--- src/rtl/pingpong_buffer_if.sv ---
// Producer/consumer handshake bundle for pingpong_buffer.
// The master modport is the side that drives strobes and data (producer and consumer engines).
// The slave modport is the buffer itself.
interface pingpong_buffer_if #(
    parameter int unsigned WORD_SIZE   = 32,
    parameter int unsigned LENGTH_SIZE = 10
);
    localparam int unsigned ADR_SIZE = (LENGTH_SIZE > 1) ? $clog2(LENGTH_SIZE) : 1;

    // Producer side
    logic                 wr_en;
    logic [ADR_SIZE-1:0]  wr_adr;
    logic [WORD_SIZE-1:0] wr_data;
    logic                 wr_done;
    logic                 wr_ready;

    // Consumer side
    logic                 rd_en;
    logic [ADR_SIZE-1:0]  rd_adr;
    logic                 rd_done;
    logic                 rd_ready;
    logic [WORD_SIZE-1:0] rd_data;
    logic                 rd_valid;

    // Status
    logic [1:0]           count;
    logic                 err;

    modport master (
        output wr_en, wr_adr, wr_data, wr_done,
        output rd_en, rd_adr, rd_done,
        input  wr_ready, rd_ready, rd_data, rd_valid, count, err
    );

    modport slave (
        input  wr_en, wr_adr, wr_data, wr_done,
        input  rd_en, rd_adr, rd_done,
        output wr_ready, rd_ready, rd_data, rd_valid, count, err
    );
endinterface

--- src/rtl/pingpong_buffer.sv ---
// Double-banked (ping-pong) word buffer for CNN feature-map staging.
// The producer fills one bank while the consumer reads the other.
// Banks swap ownership on accepted wr_done / rd_done handshakes.
// Reads are registered and return data one cycle after the accepted rd_en.
// Optional feature: define PINGPONG_BUFFER_ERR_EN to build the sticky protocol-error flag.
// When that macro is undefined, err is tied low.
module pingpong_buffer #(
    parameter int unsigned WORD_SIZE   = 32,
    parameter int unsigned LENGTH_SIZE = 10
) (
    input  logic             clk,
    input  logic             rst,
    pingpong_buffer_if.slave bus
);
    localparam int unsigned ADR_SIZE = (LENGTH_SIZE > 1) ? $clog2(LENGTH_SIZE) : 1;
    // One extra bit lets the range compare hold even when the depth is a power of two.
    localparam int unsigned CMP_W    = ADR_SIZE + 1;
    localparam logic [CMP_W-1:0] DEPTH = CMP_W'(LENGTH_SIZE);

    typedef enum logic {
        BANK_EMPTY = 1'b0,
        BANK_FULL  = 1'b1
    } bank_state_t;

    bank_state_t          bank_q [2];
    bank_state_t          bank_d [2];
    logic                 wr_bank_q;
    logic                 wr_bank_d;
    logic                 rd_bank_q;
    logic                 rd_bank_d;
    logic [1:0]           full;

    logic                 wr_ready_c;
    logic                 rd_ready_c;
    logic                 wr_in_range;
    logic                 rd_in_range;
    logic                 wr_accept;
    logic                 rd_accept;
    logic                 wr_handoff;
    logic                 rd_release;

    logic [WORD_SIZE-1:0] mem [2][LENGTH_SIZE];
    logic [WORD_SIZE-1:0] rd_word;
    logic [WORD_SIZE-1:0] rd_data_q;
    logic                 rd_valid_q;

    // Per-bank full flags and the handshake qualifiers derived from them.
    always_comb begin
        full[0]     = (bank_q[0] == BANK_FULL);
        full[1]     = (bank_q[1] == BANK_FULL);
        wr_ready_c  = ~full[wr_bank_q];
        rd_ready_c  = full[rd_bank_q];
        wr_in_range = ({1'b0, bus.wr_adr} < DEPTH);
        rd_in_range = ({1'b0, bus.rd_adr} < DEPTH);
        wr_accept   = bus.wr_en & wr_ready_c & wr_in_range;
        rd_accept   = bus.rd_en & rd_ready_c;
        wr_handoff  = bus.wr_done & wr_ready_c;
        rd_release  = bus.rd_done & rd_ready_c;
    end

    // Bank ownership: a handoff fills the write bank, and a release empties the read bank.
    // When both are accepted they always target different banks, so both apply.
    always_comb begin
        bank_d[0] = bank_q[0];
        bank_d[1] = bank_q[1];
        wr_bank_d = wr_bank_q;
        rd_bank_d = rd_bank_q;
        if (wr_handoff) begin
            bank_d[wr_bank_q] = BANK_FULL;
            wr_bank_d         = ~wr_bank_q;
        end
        if (rd_release) begin
            bank_d[rd_bank_q] = BANK_EMPTY;
            rd_bank_d         = ~rd_bank_q;
        end
    end

    // Bank state and pointer registers.
    always_ff @(posedge clk or posedge rst) begin
        if (rst) begin
            bank_q[0] <= BANK_EMPTY;
            bank_q[1] <= BANK_EMPTY;
            wr_bank_q <= 1'b0;
            rd_bank_q <= 1'b0;
        end else begin
            bank_q[0] <= bank_d[0];
            bank_q[1] <= bank_d[1];
            wr_bank_q <= wr_bank_d;
            rd_bank_q <= rd_bank_d;
        end
    end

    // Storage array; contents survive reset.
    always_ff @(posedge clk) begin
        if (wr_accept) begin
            mem[wr_bank_q][bus.wr_adr] <= bus.wr_data;
        end
    end

    // Out-of-range reads return zero instead of touching the array.
    always_comb begin
        rd_word = '0;
        if (rd_in_range) begin
            rd_word = mem[rd_bank_q][bus.rd_adr];
        end
    end

    // Registered read port; rd_valid pulses once per accepted read, and data holds otherwise.
    always_ff @(posedge clk or posedge rst) begin
        if (rst) begin
            rd_data_q  <= '0;
            rd_valid_q <= 1'b0;
        end else begin
            rd_valid_q <= rd_accept;
            if (rd_accept) begin
                rd_data_q <= rd_word;
            end
        end
    end

`ifdef PINGPONG_BUFFER_ERR_EN
    logic err_q;
    logic err_evt;

    // Any strobe against a bank that is not ready, or an accepted out-of-range access.
    always_comb begin
        err_evt = ((bus.wr_en | bus.wr_done) & ~wr_ready_c)
                | ((bus.rd_en | bus.rd_done) & ~rd_ready_c)
                | (bus.wr_en & wr_ready_c & ~wr_in_range)
                | (bus.rd_en & rd_ready_c & ~rd_in_range);
    end

    // Sticky error flag, cleared only by reset.
    always_ff @(posedge clk or posedge rst) begin
        if (rst) begin
            err_q <= 1'b0;
        end else if (err_evt) begin
            err_q <= 1'b1;
        end
    end

    assign bus.err = err_q;
`else
    assign bus.err = 1'b0;
`endif

    assign bus.wr_ready = wr_ready_c;
    assign bus.rd_ready = rd_ready_c;
    assign bus.count    = {1'b0, full[0]} + {1'b0, full[1]};
    assign bus.rd_data  = rd_data_q;
    assign bus.rd_valid = rd_valid_q;
endmodule

--- src/flat_wrapper.sv ---
// flat-port wrapper written by rule: the top's interface ports become plain ports
module pingpong_buffer_flat 
#(
    parameter int unsigned WORD_SIZE   = 32,
    parameter int unsigned LENGTH_SIZE = 10
)
  (clk, rst, bus_wr_en, bus_wr_adr, bus_wr_data, bus_wr_done, bus_rd_en, bus_rd_adr, bus_rd_done, bus_wr_ready, bus_rd_ready, bus_rd_data, bus_rd_valid, bus_count, bus_err);
  pingpong_buffer_if #(.WORD_SIZE(WORD_SIZE), .LENGTH_SIZE(LENGTH_SIZE)) bus_i ();
  input  logic clk;
  input  logic rst;
  input wire logic [$bits(bus_i.wr_en)-1:0] bus_wr_en;
  input wire logic [$bits(bus_i.wr_adr)-1:0] bus_wr_adr;
  input wire logic [$bits(bus_i.wr_data)-1:0] bus_wr_data;
  input wire logic [$bits(bus_i.wr_done)-1:0] bus_wr_done;
  input wire logic [$bits(bus_i.rd_en)-1:0] bus_rd_en;
  input wire logic [$bits(bus_i.rd_adr)-1:0] bus_rd_adr;
  input wire logic [$bits(bus_i.rd_done)-1:0] bus_rd_done;
  output wire logic [$bits(bus_i.wr_ready)-1:0] bus_wr_ready;
  output wire logic [$bits(bus_i.rd_ready)-1:0] bus_rd_ready;
  output wire logic [$bits(bus_i.rd_data)-1:0] bus_rd_data;
  output wire logic [$bits(bus_i.rd_valid)-1:0] bus_rd_valid;
  output wire logic [$bits(bus_i.count)-1:0] bus_count;
  output wire logic [$bits(bus_i.err)-1:0] bus_err;
  assign bus_i.wr_en = bus_wr_en;
  assign bus_i.wr_adr = bus_wr_adr;
  assign bus_i.wr_data = bus_wr_data;
  assign bus_i.wr_done = bus_wr_done;
  assign bus_i.rd_en = bus_rd_en;
  assign bus_i.rd_adr = bus_rd_adr;
  assign bus_i.rd_done = bus_rd_done;
  assign bus_wr_ready = bus_i.wr_ready;
  assign bus_rd_ready = bus_i.rd_ready;
  assign bus_rd_data = bus_i.rd_data;
  assign bus_rd_valid = bus_i.rd_valid;
  assign bus_count = bus_i.count;
  assign bus_err = bus_i.err;
  pingpong_buffer #(.WORD_SIZE(WORD_SIZE), .LENGTH_SIZE(LENGTH_SIZE)) u_core (.clk(clk), .rst(rst), .bus(bus_i));
endmodule
--- config.mk ---
export PLATFORM = sky130hd
export DESIGN_NAME = pingpong_buffer_flat
export DESIGN_NICKNAME = d
export VERILOG_FILES = /design/src/rtl/pingpong_buffer_if.sv /design/src/rtl/pingpong_buffer.sv /design/src/flat_wrapper.sv
export SDC_FILE = /design/constraint.sdc
export NUM_CORES = 1
export LEC_CHECK = 0
export BUFFER_PORTS_ARGS = -buffer_cell sky130_fd_sc_hd__buf_4
export CAP_MARGIN = 20
export CELL_PAD_IN_SITES_DETAIL_PLACEMENT = 2
export CELL_PAD_IN_SITES_GLOBAL_PLACEMENT = 2
export CORE_UTILIZATION = 34
export DETAILED_ROUTE_END_ITERATION = 10
export HOLD_SLACK_MARGIN = 0.03
export PLACE_DENSITY_LB_ADDON = 0.1
export SLEW_MARGIN = 20
export SYNTH_ARGS = -nofsm -noshare
export SYNTH_HDL_FRONTEND = slang
export SYNTH_SLANG_ARGS = --single-unit
--- constraint.sdc ---
create_clock -name clk -period 6.1 [get_ports clk]
set_clock_uncertainty 0.1 [all_clocks]
set_input_delay 0.305 -clock clk [delete_from_list [all_inputs] [get_ports clk]]
set_output_delay 0.305 -clock clk [all_outputs]
set_load 0.005 [all_outputs]
# Yosys cells after proc, flatten, opt, wreduce, memory -nomap -nowiden
# Memories as Yosys holds them, arrays and structs flattened.
# Cells that the tools add are included.
# classes
n_addsub	1
mul	0
n_div	0
order_cmp	11
eq_ne	0
shifts	0
muxes	18
n_bitwise	15
n_reduce_logical	3
# op_table
op	n
2-to-1 mux 320 bit	1
binary-select mux 32 bit (select 4 bit)	1
demux 32 bit (select 4 bit)	1
2-to-1 mux 32 bit	4
>= comparator 5 bit, second input constant	2
inverter 4 -> 5 bit	2
less-than comparator 4 bit, second input constant	2
2-to-1 mux 1 bit	7
bitwise AND 1 bit	5
less-than comparator 5 x 1 -> 1 bit, second input constant	1
>= comparator 2 bit, second input constant	2
less-than comparator 1 x 2 -> 1 bit, second input constant	2
less-than comparator 2 x 1 -> 1 bit, second input constant	2
2-to-1 mux 2 bit	2
inverter 1 -> 2 bit	2
logical AND 1 bit	3
inverter 1 bit	3
adder 1 x 1 -> 2 bit	1
bitwise AND 2 bit	1
demux 1 bit (select 1 bit)	2
inverter 2 bit	1
bitwise OR 2 bit	1
# totals
reg_bits	37
latchBits	0
ram_bits	640
romBits	0
in_bits	46
out_inout_bits	38
wordCells	55
n_memories	1
# mem_list
memory	words	word_bits	read_ports	rd_ports_with_merged_regs	write_ports	line_no	source
u_core.mem	2	320	1	0	1	pingpong_buffer.sv:42	logic [WORD_SIZE-1:0] mem [2][LENGTH_SIZE];

# Depth between registers and ports, before layout
# logic_depth
ltp_word	9
mapped_depth	8
ltp_nobuf	4

# Worst setup path before layout
# No wires, ideal clock.
# synth_path
kind	register to register
startpoint	register u_core.bank_q[0] in the netlist's numbering
endpoint	memory u_core.mem[1][100] in the netlist's numbering (enable)
setup_ps	421
arrival_time_ps	2848
required_ps	5579
slack_ps	2731
stages_incl_launch_ff	5
n_path_buf	0
period_less_slack_ps	3369
cell_sequence	dfrtp_1 mux2i_1 nand2_1 or4b_2 nor2_1
# synth_via
elab_chain_len	7
# synth_rtl
element	line_no	source
start, declared	pingpong_buffer.sv:25	bank_state_t bank_q [2];
2-to-1 mux 1 bit (not written as such) (2 in a row)	pingpong_buffer.sv:51	wr_ready_c = ~full[wr_bank_q];
inverter 1 bit	pingpong_buffer.sv:51	
via bus_wr_ready	flat_wrapper.sv:18	output wire logic [$bits(bus_i.wr_ready)-1:0] bus_wr_ready;
bitwise AND 1 bit (2 in a row)	pingpong_buffer.sv:55	wr_accept = bus.wr_en & wr_ready_c & wr_in_range;
2-to-1 mux 1 bit	pingpong_buffer.sv:95	if (wr_accept) begin
2-to-1 mux 320 bit (not written as such)	pingpong_buffer.sv:96	mem[wr_bank_q][bus.wr_adr] <= bus.wr_data;
end, declared	pingpong_buffer.sv:42	
# The timed path passes the listed nets, and every way through them passes these cells. The select of a mux whose other input is x is not followed.

# Final worst setup path
# layout_path
startpoint	register u_core.wr_bank_q
endpoint	memory u_core.mem[0][45] in the netlist's numbering (enable)
# layout_via
elab_chain_len	7
# layout_rtl
element	line_no	source
start, declared	pingpong_buffer.sv:27	logic wr_bank_q;
start signal, assigned	pingpong_buffer.sv:88	wr_bank_q <= wr_bank_d;
2-to-1 mux 1 bit (not written as such) (2 in a row)	pingpong_buffer.sv:51	
inverter 1 bit	pingpong_buffer.sv:51	
bitwise AND 1 bit (2 in a row)	pingpong_buffer.sv:55	
2-to-1 mux 1 bit	pingpong_buffer.sv:95	
2-to-1 mux 320 bit (not written as such)	pingpong_buffer.sv:96	
# Several ways; a longest one is shown, not always the timed one. The select of a mux whose other input is x is not followed.

==> impl_metrics.ini <==
[global_route]
grt_max_degree = 78
grt_pass1_wl_mm = 98.5
grt_use_total = 0.179
grt_overflow = 0
antenna_found_initial = 1
grt_pass1_vias = 13600

[power]
seqPwrFrac = 0.467
p_switching_mw = 2.82
p_sw_frac = 0.245
p_int_mw = 8.70
vdd_drop_max_mv = 0.194
combPwrFrac = 0.142
p_clk_frac = 0.391
cellLeakagePower_nw = 9.88
powerDensity_mw_per_mm2 = 380

[final_layout]
fillCellCount = 6777
multiInputGateArea_mm2 = 0.00524
antenna_cells = 0
final_common_cell = edfxtp_1
drive_gt1_frac = 0.317
fin_util = 0.408
syn2layout_area_growth_pct = 18.7
num-nets-final = 1296
final_area_mm2 = 0.0303
layout_common_cells = edfxtp_1 (640), mux4_2 (160), buf_4 (111), clkbuf_16 (81), mux2i_1 (65)
finalNonFillerCells = 2280
regArea_mm2 = 0.0201

[timing]
worst_slew_pin_slew_ps = 964
timing.setup.tns_ps = 0
timing.final.crit_share = 0.568
period_needed_ps = 3470
drv_slew = 0
slew_headroom = 0.357
rsz0062_at_grt = no
fmax_mhz = 288
setup_viol = 0
hold_viol_final = 0

[synthesis]
ys_seq_elements = 677
synthTopCellsByArea = edfxtp_1 (75%), mux4_2 (14%), dfrtp_1 (3.6%)
syn-num-nets = 1125
yosys_warnings = 0
post_synth_num_cell_types = 29
netlist_instances = 1078
syn_avg_cell_area_um2 = 23.7
synth_top_area_frac = 0.752
yosysSeqAreaShare = 0.788
syn_area_mm2 = 0.0256
yosysTopAreaCell = edfxtp_1

[detailed_routing]
viasPerCell = 5.23
via_count = 11900
drc = 0
drtPass1Iterations = 5
ant_nets = 0
dr.first_iter.drc_count = 797
wl_mm = 66.9
routedWlPerCell_um = 29.4

[floorplan]
pin_count = 84
dieArea_mm2 = 0.0763
dieWidth_um = 276
start_util = 0.343
core_area_mm2 = 0.0744
rows = 100
dieHeight_um = 276

[place]
dpl_cell_area_mm2 = 0.0275
portBuffers = 82
dpl.hpwl_mm = 36.7
placed_cells = 2102
place_congestion = 0.684

[clocking]
cts_buffer_depth = 3
cts_tree = done
cts_setup_buffers = 0
cts.sinks = 677
clk_latency_ps = 620
htree_num_levels = 3
path_clk_slew_ps = 60
cts_root_buf = clkbuf_16
cts-buffers-inserted = 77
cts_resized = 0

[setup_path]
reg2reg_slack_ps = 2630
cp-start-kind = flip-flop
worstPathArrival_ps = 3620
worstPathMaxFanout = 18
crit_required_ps = 6250
worstSetupEndpointType = flip-flop
worstSetupPathType = reg2reg

[run_status]
outcome = finished, final reports clean

[flow_run]
drv_cap = 0

[min_path]
min_path_type = in2reg
## cell usage after synthesis
cell type  count
buf_4          3
nor2_1        22
mux2i_1       65
buf_6          6
mux2_4         1
or3b_2         1
o31ai_1        2
dfrtp_1       37
nand3b_1       2
ha_1           1
o22ai_1       32
a21oi_1        3
a31oi_1        2
mux4_2       160
nand4b_1       2
nand2_1        4
nand4bb_1      2
nor4b_2        1
clkbuf_1      17
buf_2         31
inv_1          4
or3_1          1
or4b_2         1
o21ai_0        2
edfxtp_1     640
nand4_1        1
conb_1         1
a221o_1       32
buf_12         2
## area by class of cell
class                      count  area share
sequential                   677       0.664
multi-input combinational    338       0.173
clock buffer                 103      0.0718
timing repair buffer         151      0.0420
tap                          969      0.0400
clock inverter                38     0.00928
inverter                       4    0.000495
## critical path: stages (launching register included)
cell,delay [ps]
dfrtp_1,540
mux2i_1,410
nand4b_1,670
nor2_4,800
buf_4,530
## sequential cells by signal, summed over array words and instances, names as in the netlist
name and count:
u_core.mem 640, u_core.bus.rd_data 32, u_core.bank_q 2, u_core.bus.rd_valid 1, u_core.rd_bank_q 1, u_core.wr_bank_q 1
## worst paths after layout
path | startpoint | end | cells after the start
setup / recovery | u_core.wr_bank_q$_DFFE_PP0N_ | u_core.mem[0][45]$_DFFE_PP_ | 4
hold reg to reg | u_core.bus.rd_data[6]$_DFFE_PP0P_ | u_core.bus.rd_data[6]$_DFFE_PP0P_ | 1
hold / removal | bus_rd_en | u_core.bus.rd_valid$_DFF_PP0_ | 4
setup reg to reg | u_core.wr_bank_q$_DFFE_PP0N_ | u_core.mem[0][45]$_DFFE_PP_ | 4
max in group asynchronous | rst | u_core.rd_bank_q$_DFFE_PP0P_ | 4
min in group asynchronous | rst | u_core.bus.rd_data[18]$_DFFE_PP0P_ | 4
## logic make-up after synthesis
logic type,count (synthesis),synth area share
multiplexers,226,0.167
adder cells (fa/ha/maj),1,0.000489
AO/OA/AOI/OAI,73,0.0224
other,1,0.000147
AND/OR/NAND/NOR,37,0.00778
buffers and inverters,63,0.0142
flip-flops,677,0.788
## routing by layer
| metal | vias up | wire, um | global-route usage |
|---|---|---|---|
| met2 | 183 | 33900 | 0.306 |
| li1 | 5000 | - | - |
| met3 | 93 | 1740 | 0.0264 |
| met1 | 6637 | 30000 | 0.239 |
| met5 | - | 0 | 0 |
| met4 | 0 | 1290 | 0.0438 |
## what timing repair did
item	CTS	global route
hold endpoints to repair	681	0
hold buffers	36	0
setup endpoints to repair	0	0
## metrics by stage
stage / total power [mW] / worst slack (ps) / hold WS [ps]
floorplan: 6.52 / 2730 / 304
global placement: 7.14 / 2650 / 398
detailed placement: 7.15 / 2520 / 405
CTS: 11.7 / 2500 / 241
global route: 12.0 / 2380 / 273
finish: 11.5 / 2630 / 262
## power by group through the flow
stage	clock [mW]	combinational, mW	sequential [mW]
after floorplan	0	1.12	5.40
after global placement	0	1.65	5.48
after detailed placement	0	1.66	5.49
after CTS	4.64	1.69	5.39
after global routing	4.80	1.77	5.41
final	4.51	1.64	5.39
Note: power is estimated with default switching activity, not from simulation.
